===== config.mk =====
export PLATFORM = sky130hd
export DESIGN_NAME = fifod2mac
export DESIGN_NICKNAME = d
export VERILOG_FILES = /design/src/rtl/fifod2mac.sv
export SDC_FILE = /design/constraint.sdc
export NUM_CORES = 1
export LEC_CHECK = 0
export CORE_MARGIN = 3
export CORE_UTILIZATION = 39
export CTS_CLUSTER_DIAMETER = 30
export DETAILED_ROUTE_END_ITERATION = 6
export PLACE_DENSITY = 0.74
export SETUP_SLACK_MARGIN = 0.2
export SKIP_CTS_REPAIR_TIMING = 1
export SYNTH_ARGS = -nofsm -noshare
export SYNTH_HDL_FRONTEND = slang
export SYNTH_SLANG_ARGS = --single-unit
export TNS_END_PERCENT = 10

===== constraint.sdc =====
create_clock -name clk -period 6.2 [get_ports clk]
set_clock_uncertainty 0.1 [all_clocks]
set_input_delay 1.24 -clock clk [delete_from_list [all_inputs] [get_ports clk]]
set_output_delay 1.24 -clock clk [all_outputs]
set_load 0.02 [all_outputs]

===== src/rtl/fifod2mac.sv =====
//-----------------------------------------------------------------------------
// fifod2mac
//
// Drains ADC sample bytes from the fifod read port into the MAC UDP transmit
// byte interface, one frame per start request from cs. Every frame begins
// with a 4-byte header (HEAD0, HEAD1, dev_info, frame_cnt) followed by
// len-4 bytes read from fifod. If fifod runs dry, zero bytes are substituted
// and the sticky err flag is raised. Runs entirely in the MAC tx clock domain.
//
// Ports:
//   clk               MAC tx clock
//   rst_n             synchronous active-low reset
//   fs                frame start level from cs (held until fd=1)
//   fd                frame done level to cs (held until fs=0)
//   eth_tx_len        UDP payload length in bytes, header included
//   dev_info          header byte 2
//   flag_udp_tx_prep  mac header phase in progress
//   flag_udp_tx_req   mac requests one payload byte this cycle
//   udp_txen          udp_txd valid (one cycle after the request)
//   udp_txd           payload byte to mac
//   fifod_rxen        fifod read enable
//   fifod_rxd         fifod data, valid one cycle after fifod_rxen
//   fifod_empty       fifod empty flag
//   frame_cnt         completed frame counter, also header byte 3
//   err               sticky error flag (short length or fifod underflow)
//
// Build option:
//   FIFOD2MAC_CHKSUM_EN  when defined, the last payload byte is replaced by
//                        the XOR of all earlier bytes of the frame, and no
//                        fifod read is made for it.
//-----------------------------------------------------------------------------
module fifod2mac #(
  parameter logic [7:0] HEAD0 = 8'h55,
  parameter logic [7:0] HEAD1 = 8'hAA,
  parameter int         LEN_W = 12
) (
  input  logic             clk,
  input  logic             rst_n,
  input  logic             fs,
  output logic             fd,
  input  logic [LEN_W-1:0] eth_tx_len,
  input  logic [7:0]       dev_info,
  input  logic             flag_udp_tx_prep,
  input  logic             flag_udp_tx_req,
  output logic             udp_txen,
  output logic [7:0]       udp_txd,
  output logic             fifod_rxen,
  input  logic [7:0]       fifod_rxd,
  input  logic             fifod_empty,
  output logic [7:0]       frame_cnt,
  output logic             err
);

  typedef enum logic [1:0] {
    IDLE,
    WAIT,
    SEND,
    DONE
  } state_t;

  state_t           state;
  state_t           state_nx;
  logic [LEN_W-1:0] len;
  logic [LEN_W-1:0] idx;
  logic             issue;
  logic             hdr_slot;
  logic             fifo_slot;
  logic [7:0]       hdr_byte;
  logic [7:0]       byte_reg;
  logic             sel_fifo;
  logic             txen_reg;

`ifdef FIFOD2MAC_CHKSUM_EN
  logic             last_slot;
  logic [7:0]       chk;
  logic [7:0]       chk_nx;
`endif

  // A byte is issued whenever mac requests one in SEND and the frame still
  // has bytes left; requests beyond len are silently ignored.
  always_comb begin
    issue    = (state == SEND) && flag_udp_tx_req && (idx < len);
    hdr_slot = (idx < LEN_W'(4));
`ifdef FIFOD2MAC_CHKSUM_EN
    last_slot = (idx == (len - LEN_W'(1)));
    fifo_slot = issue && !hdr_slot && !last_slot;
    chk_nx    = chk ^ (txen_reg ? udp_txd : 8'h00);
`else
    fifo_slot = issue && !hdr_slot;
`endif
    fifod_rxen = rst_n && fifo_slot && !fifod_empty;
  end

  // Header bytes come from a small mux keyed on the low index bits; the
  // selected byte is registered so it lines up with fifod's one-cycle latency.
  always_comb begin
    hdr_byte = HEAD0;
    case (idx[1:0])
      2'd0:    hdr_byte = HEAD0;
      2'd1:    hdr_byte = HEAD1;
      2'd2:    hdr_byte = dev_info;
      default: hdr_byte = frame_cnt;
    endcase
  end

  // Next-state logic. SEND leaves for DONE once every byte has been issued,
  // i.e. on the cycle the final byte is being presented to mac.
  always_comb begin
    state_nx = state;
    case (state)
      IDLE: begin
        if (fs) begin
          if (eth_tx_len < LEN_W'(5)) state_nx = DONE;
          else                        state_nx = WAIT;
        end
      end
      WAIT: begin
        if (flag_udp_tx_prep) state_nx = SEND;
      end
      SEND: begin
        if (idx == len) state_nx = DONE;
      end
      DONE: begin
        if (!fs) state_nx = IDLE;
      end
      default: state_nx = IDLE;
    endcase
  end

  // State register plus all datapath registers. A reset in the middle of a
  // frame simply drops it: fifod_rxen is also gated by rst_n so no read is
  // made on the reset cycle.
  always_ff @(posedge clk) begin
    if (!rst_n) begin
      state     <= IDLE;
      len       <= '0;
      idx       <= '0;
      byte_reg  <= 8'h00;
      sel_fifo  <= 1'b0;
      txen_reg  <= 1'b0;
      frame_cnt <= 8'h00;
      err       <= 1'b0;
`ifdef FIFOD2MAC_CHKSUM_EN
      chk       <= 8'h00;
`endif
    end else begin
      state    <= state_nx;
      txen_reg <= issue;
      sel_fifo <= fifo_slot && !fifod_empty;
      byte_reg <= 8'h00;

      if (state == IDLE && fs) begin
        len <= eth_tx_len;
        idx <= '0;
        if (eth_tx_len < LEN_W'(5)) err <= 1'b1;
      end

      if (issue) begin
        idx <= idx + LEN_W'(1);
        if (hdr_slot) byte_reg <= hdr_byte;
`ifdef FIFOD2MAC_CHKSUM_EN
        else if (last_slot) byte_reg <= chk_nx;
`endif
      end

      if (fifo_slot && fifod_empty) err <= 1'b1;

      if (state == SEND && state_nx == DONE) frame_cnt <= frame_cnt + 8'd1;

`ifdef FIFOD2MAC_CHKSUM_EN
      chk <= (state == IDLE) ? 8'h00 : chk_nx;
`endif
    end
  end

  // Output byte is a combinational mux with a registered select, so fifod
  // data passes straight through in the cycle after the read.
  always_comb begin
    udp_txd  = sel_fifo ? fifod_rxd : byte_reg;
    udp_txen = txen_reg;
    fd       = (state == DONE);
  end

endmodule


==> out/metrics.csv, run 1 <==
metric,value,unit
status,"complete, no violations",
Bufs on Longest Clock Path,2,
Sequential cell area,900.9,µm²
maximum vdd drop,97.56,µV
Pins Over Slew Limit,0,
"area leader, netlist",dfxtp_1,
slowest cell delay on critical path,640,ps
DRC,0,
Final Hold Viols,0,
register bit total from synthesis,45,
gpl congestion,0.8673,
Worst Tran Pin Value,708.3,ps
Nets,400,
Clock Sinks,45,
fraction of layout cells with a size suffix above 1,6.857,%
HP Class,reg -> reg,
Critical Path RT,4860,ps
top cell type's share of synthesized area,36.18,%
pwr dens,181.2,nW/µm²
WS Path Type,in -> out,
WL per Instance,12.74,µm
syn avg cell area,8.300,µm²
vias in the first global route,2032,
Die Width,85.90,µm
critical-path maximum fanout,3,
CP arrival,3130,ps
post-DP HPWL,4073,µm
Yosys cell types,38,
n_diodes,0,
vias per inst,5.169,
worst path cell trace,clkdlybuf4s50_1 > nand4b_1 > nor3_2 > and2_1 > nor3b_1 > clkdlybuf4s50_1,
Worst setup EP type,primary output,
Die H,85.90,µm
CTS tree,yes,
top-level I/O count,54,
R2R Setup Slk,3880,ps
Cells after Synth,300,
most frequent cells in the layout,"clkdlybuf4s50_1, dfxtp_1, nand2_1, nor2_1, a21oi_1",
CTS H-tree depth,2,
ys async rst share,0,%
"top cells by area, synth","dfxtp_1, ha_1, nand2_1",
row cnt,28,
DR vias,2197,
global-route wire length before repair,9018,µm
Core Footprint,6061,µm²
initial antenna violation count,0,
Root Driver,clkbuf_8,
TritonCTS Buffers,5,
Regs by FF count,"idx x12, len x12",
Synth Cell Area,2490,µm²
area of the die,7379,µm²
first-pass iteration count of the detailed router,4,
cell leakage power,1.231,nW
Max transition margin,52.78,%
clock-pin slew on the worst setup and hold paths,80,ps
"EDFF count, synth",0,
Seq pwr share,53.3,%
# Max-Cap Violations,0,
Critical-path top delay cell,clkdlybuf4s50_1,
"commonest non-fill, non-tap cell in the layout",clkdlybuf4s50_1,
drt total wl,5413,µm
Filler cells,601,
Worst setup SP type,input port,
Initial Utilization,41.08,%
highest achievable clock rate,223.7,MHz
minimum clock period,4470,ps
switching power,152.3,µW
RSZ-0062 raised after global routing,false,
Net Sw Frac,26.59,%
"Seq/Total Area, Yosys",36.18,%
Min Hold Slack,364.7,ps
crit share post-route,72.09,%
Skew-Pair Late Insertion Delay,290,ps
power share of the combinational group,16.0,%
most used cell along the critical path,clkdlybuf4s50_1,
internal power,420.3,µW
largest net degree at the start of global routing,46,
Iteration-0 DRC Markers,185,
Post-synth top flop,dfxtp_1,
final setup fails,0,
total grt overflow,0,
Port Buf Inserts,53,
DRT antenna net count,0,
Clk pwr share,30.7,%
synth warn,0,
multi-input logic area,1476,µm²
area grow syn2layout,26.88,%
post-route setup TNS,0,ps
GRT Total Usage,14.91,%
syn_nets,351,
worst max-delay path: cells and delay by family:
kind,cells,cell delay [ps]
buf+inv,2,1110
simple gates,4,780
final timing paths:
check,from,end,cells after the start
setup / recovery,flag_udp_tx_req,fifod_rxen,6
hold / removal,len[7]$_SDFFE_PN0P_,len[7]$_SDFFE_PN0P_,2
setup reg to reg,idx[9]$_SDFFE_PN0P_,frame_cnt[5]$_SDFFE_PN0P_,7
hold reg to reg,len[7]$_SDFFE_PN0P_,len[7]$_SDFFE_PN0P_,2
kinds of logic (layout without fill, tap and decap cells):
logic type	Yosys count	after routing	synth area share [%]
multiplexers	12	12	5.226
adder cells (fa/ha/maj)	17	17	8.543
XOR/XNOR	9	9	3.166
buffers and inverters	28	78	4.522
AO/OA/AOI/OAI	56	56	13.72
AND/OR/NAND/NOR	133	133	28.64
flip-flops	45	45	36.18
through the flow:
stage	cells	utilization (%)	worst slack (ps)	power [mW]	area (µm²)
after floorplan	300	-	2432	0.3653	2490
after global placement	417	50.70	1718	0.4012	3073
after detailed placement	417	50.70	1724	0.4041	3073
after CTS	425	52.13	1718	0.5781	3159
after global routing	425	52.13	1547	0.6033	3159
final	425	52.13	1730	0.5726	3159
power by group through the flow:
stage	combinational [mW]	clock [mW]	sequential [mW]
finish	0.0917	0.176	0.305
global route	0.103	0.194	0.307
CTS	0.0923	0.181	0.305
detailed placement	0.0918	0	0.312
global placement	0.0897	0	0.312
floorplan	0.0545	0	0.311
per-layer routing:
metal | global-route usage, % | part of all wire (%)
met5 | 0 | 0
met4 | 3.453 | 0.44
met3 | 3.458 | 6.7
met2 | 24.60 | 45
met1 | 19.75 | 48
layout make-up:
type                    count  share of cell area [%]
flip-flops and latches     45                   28.51
multi-input cells         227                   46.73
clock inverters             3                  0.5545
inverters                  15                   1.782
clock buffers               5                   2.178
repair buffers             55                   17.27
well taps                  75                   2.970
synth_stat cells (2+ instances only):
cell type   n
and2_1     11
nand4b_1    2
a21boi_1    2
nor2b_1     8
nand2_1    36
ha_1       17
nand4_2     2
mux2_2      8
a21boi_0   13
clkbuf_1   12
inv_1      15
nand3_1    12
xor2_1      3
or3_1       2
xnor2_1     6
o21ai_0    12
nor3b_1     5
a31oi_1     2
nand2b_1    4
nand4_1     8
a21o_1      2
nor4_1      5
nor3_1      3
mux2i_1     4
dfxtp_1    45
nor2_1     24
and3_1      7
a21oi_1    20
Power figures use the tool's default switching activity.
==> run 2: changes to the inputs <==
- PLACE_DENSITY: 0.74 -> 0.77
- clock period: 6.2 -> 3.7 ns (I/O delays scaled with it)
==> out/metrics.csv, run 2 (synthesis results as in run 1) <==
metric,value,unit
Worst Tran Pin Value,692.3,ps
Critical Path RT,2860,ps
first-pass iteration count of the detailed router,5,
fraction of layout cells with a size suffix above 1,8.523,%
post-DP HPWL,4217,µm
Port Buf Inserts,53,
Sequential cell area,904.6,µm²
initial antenna violation count,0,
total grt overflow,0,
Max transition margin,53.85,%
WS Path Type,reg -> out,
Worst setup SP type,flip-flop,
GRT Total Usage,15.69,%
RSZ-0062 raised after global routing,false,
DRT antenna net count,0,
HP Class,reg -> reg,
multi-input logic area,1476,µm²
Die H,85.90,µm
vias in the first global route,2076,
Nets,402,
Die Width,85.90,µm
CP arrival,2410,ps
critical-path maximum fanout,6,
pwr dens,341.5,nW/µm²
worst path cell trace,inv_1 > ha_1 > a21o_1 > o21ai_1 > nand4b_1 > nor3_2 > buf_4 > and2_1 > nor3b_1 > clkbuf_2,
Skew-Pair Late Insertion Delay,290,ps
CTS tree,yes,
Filler cells,576,
GRT met1 Usage,20.81,%
highest achievable clock rate,308.1,MHz
area of the die,7379,µm²
maximum vdd drop,173.5,µV
# Max-Cap Violations,0,
reg2reg start,idx[8]$_SDFFE_PN0P_,
vias per inst,5.166,
min-delay src,len[3]$_SDFFE_PN0P_,
R2R Setup Slk,1360,ps
Initial Utilization,41.08,%
"commonest non-fill, non-tap cell in the layout",clkdlybuf4s50_1,
global-route wire length before repair,9439,µm
WL per Instance,13.05,µm
M3 GR Usage,3.554,%
final setup fails,0,
Hold Crit Depth,2,
largest net degree at the start of global routing,45,
Final Hold Viols,0,
top-level I/O count,54,
Iteration-0 DRC Markers,129,
n_diodes,0,
slowest cell delay on critical path,330,ps
Core Footprint,6061,µm²
Hold Path End,len[3]$_SDFFE_PN0P_,
CTS H-tree depth,2,
cell leakage power,1.273,nW
area grow syn2layout,29.35,%
DR vias,2206,
crit share post-route,87.72,%
TritonCTS Buffers,5,
GR Util met2,25.51,%
Min Hold Slack,366.3,ps
row cnt,28,
Regs by FF count,"idx x12, len x12",
RR Endpoint,frame_cnt[7]$_SDFFE_PN0P_,
Pins Over Slew Limit,0,
total power,1.100,mW
gr busiest metal,met2,
Bufs on Longest Clock Path,2,
minimum clock period,3246,ps
status,"complete, no violations",
Root Driver,clkbuf_8,
R2R depth,7,
most frequent cells in the layout,"clkdlybuf4s50_1, dfxtp_1, nand2_1, nor2_1, a21oi_1",
drt total wl,5574,µm
Worst setup EP type,primary output,
DRC,0,
Clock Sinks,45,
clock-pin slew on the worst setup and hold paths,80,ps
Critical-path top delay cell,dfxtp_1,
gpl congestion,0.8123,
==> run 2: worst max path at each step <==
stage	endpoint	startpoint	slack, ps
final	fifod_rxen	len[10]$_SDFFE_PN0P_	450
after CTS	fifod_rxen	idx[9]$_SDFFE_PN0P_	-40
after global routing	fifod_rxen	len[10]$_SDFFE_PN0P_	210
after detailed placement	fifod_rxen	flag_udp_tx_req	100
after global placement	fifod_rxen	flag_udp_tx_req	120
after floorplan	fifod_rxen	len[10]$_SDFFE_PN0P_	720
==> run 2: power by group <==
part	internal, mW	switching [mW]	total [mW]
registers	0.500	0.0106	0.511
logic	0.0746	0.0809	0.156
clock network	0.268	0.165	0.434
total	0.843	0.257	1.10
==> run 2: final cells by class <==
| cell class | instances | area share (%) |
|---|---|---|
| sequential | 45 | 28.09 |
| multi-input combinational | 227 | 45.84 |
| clock inverter | 3 | 2.020 |
| clock buffer | 5 | 2.137 |
| tap | 75 | 2.914 |
| inverter | 15 | 1.748 |
| timing repair buffer | 57 | 17.25 |
==> run 2: stage by stage <==
step | cells | TNS, ps | setup WS (ps) | cell area (µm²) | util [%]
4_1_cts | 427 | -38.34 | -38.34 | 3222 | 53.16
6_report | 427 | 0 | 454.4 | 3221 | 53.14
2_1_floorplan | 300 | 0 | 723.8 | 2490 | -
3_3_place_gp | 419 | 0 | 116.3 | 3088 | 50.95
5_1_grt | 427 | 0 | 207.2 | 3221 | 53.14
3_5_place_dp | 419 | 0 | 95.75 | 3088 | 50.95
==> run 2: metal layers <==
metal	up-vias	wire, µm
met1	985	2620
met5	-	0
met2	82	2515
li1	1133	-
met4	0	76
met3	6	361
==> run 2: critical path: cells and delay by family (launching register included) <==
kind | cells | cell delay [ps]
adder cells (fa/ha/maj) | 1 | 330
AO/OA/AOI/OAI | 2 | 300
AND/OR/NAND/NOR | 4 | 720
buffers and inverters | 3 | 430
flip-flops | 1 | 330
==> run 3: changes to the inputs <==
- SLEW_MARGIN: not set -> 10
==> results of run 3 <==
Final layout, timing and power as in run 2 (identical DEF).
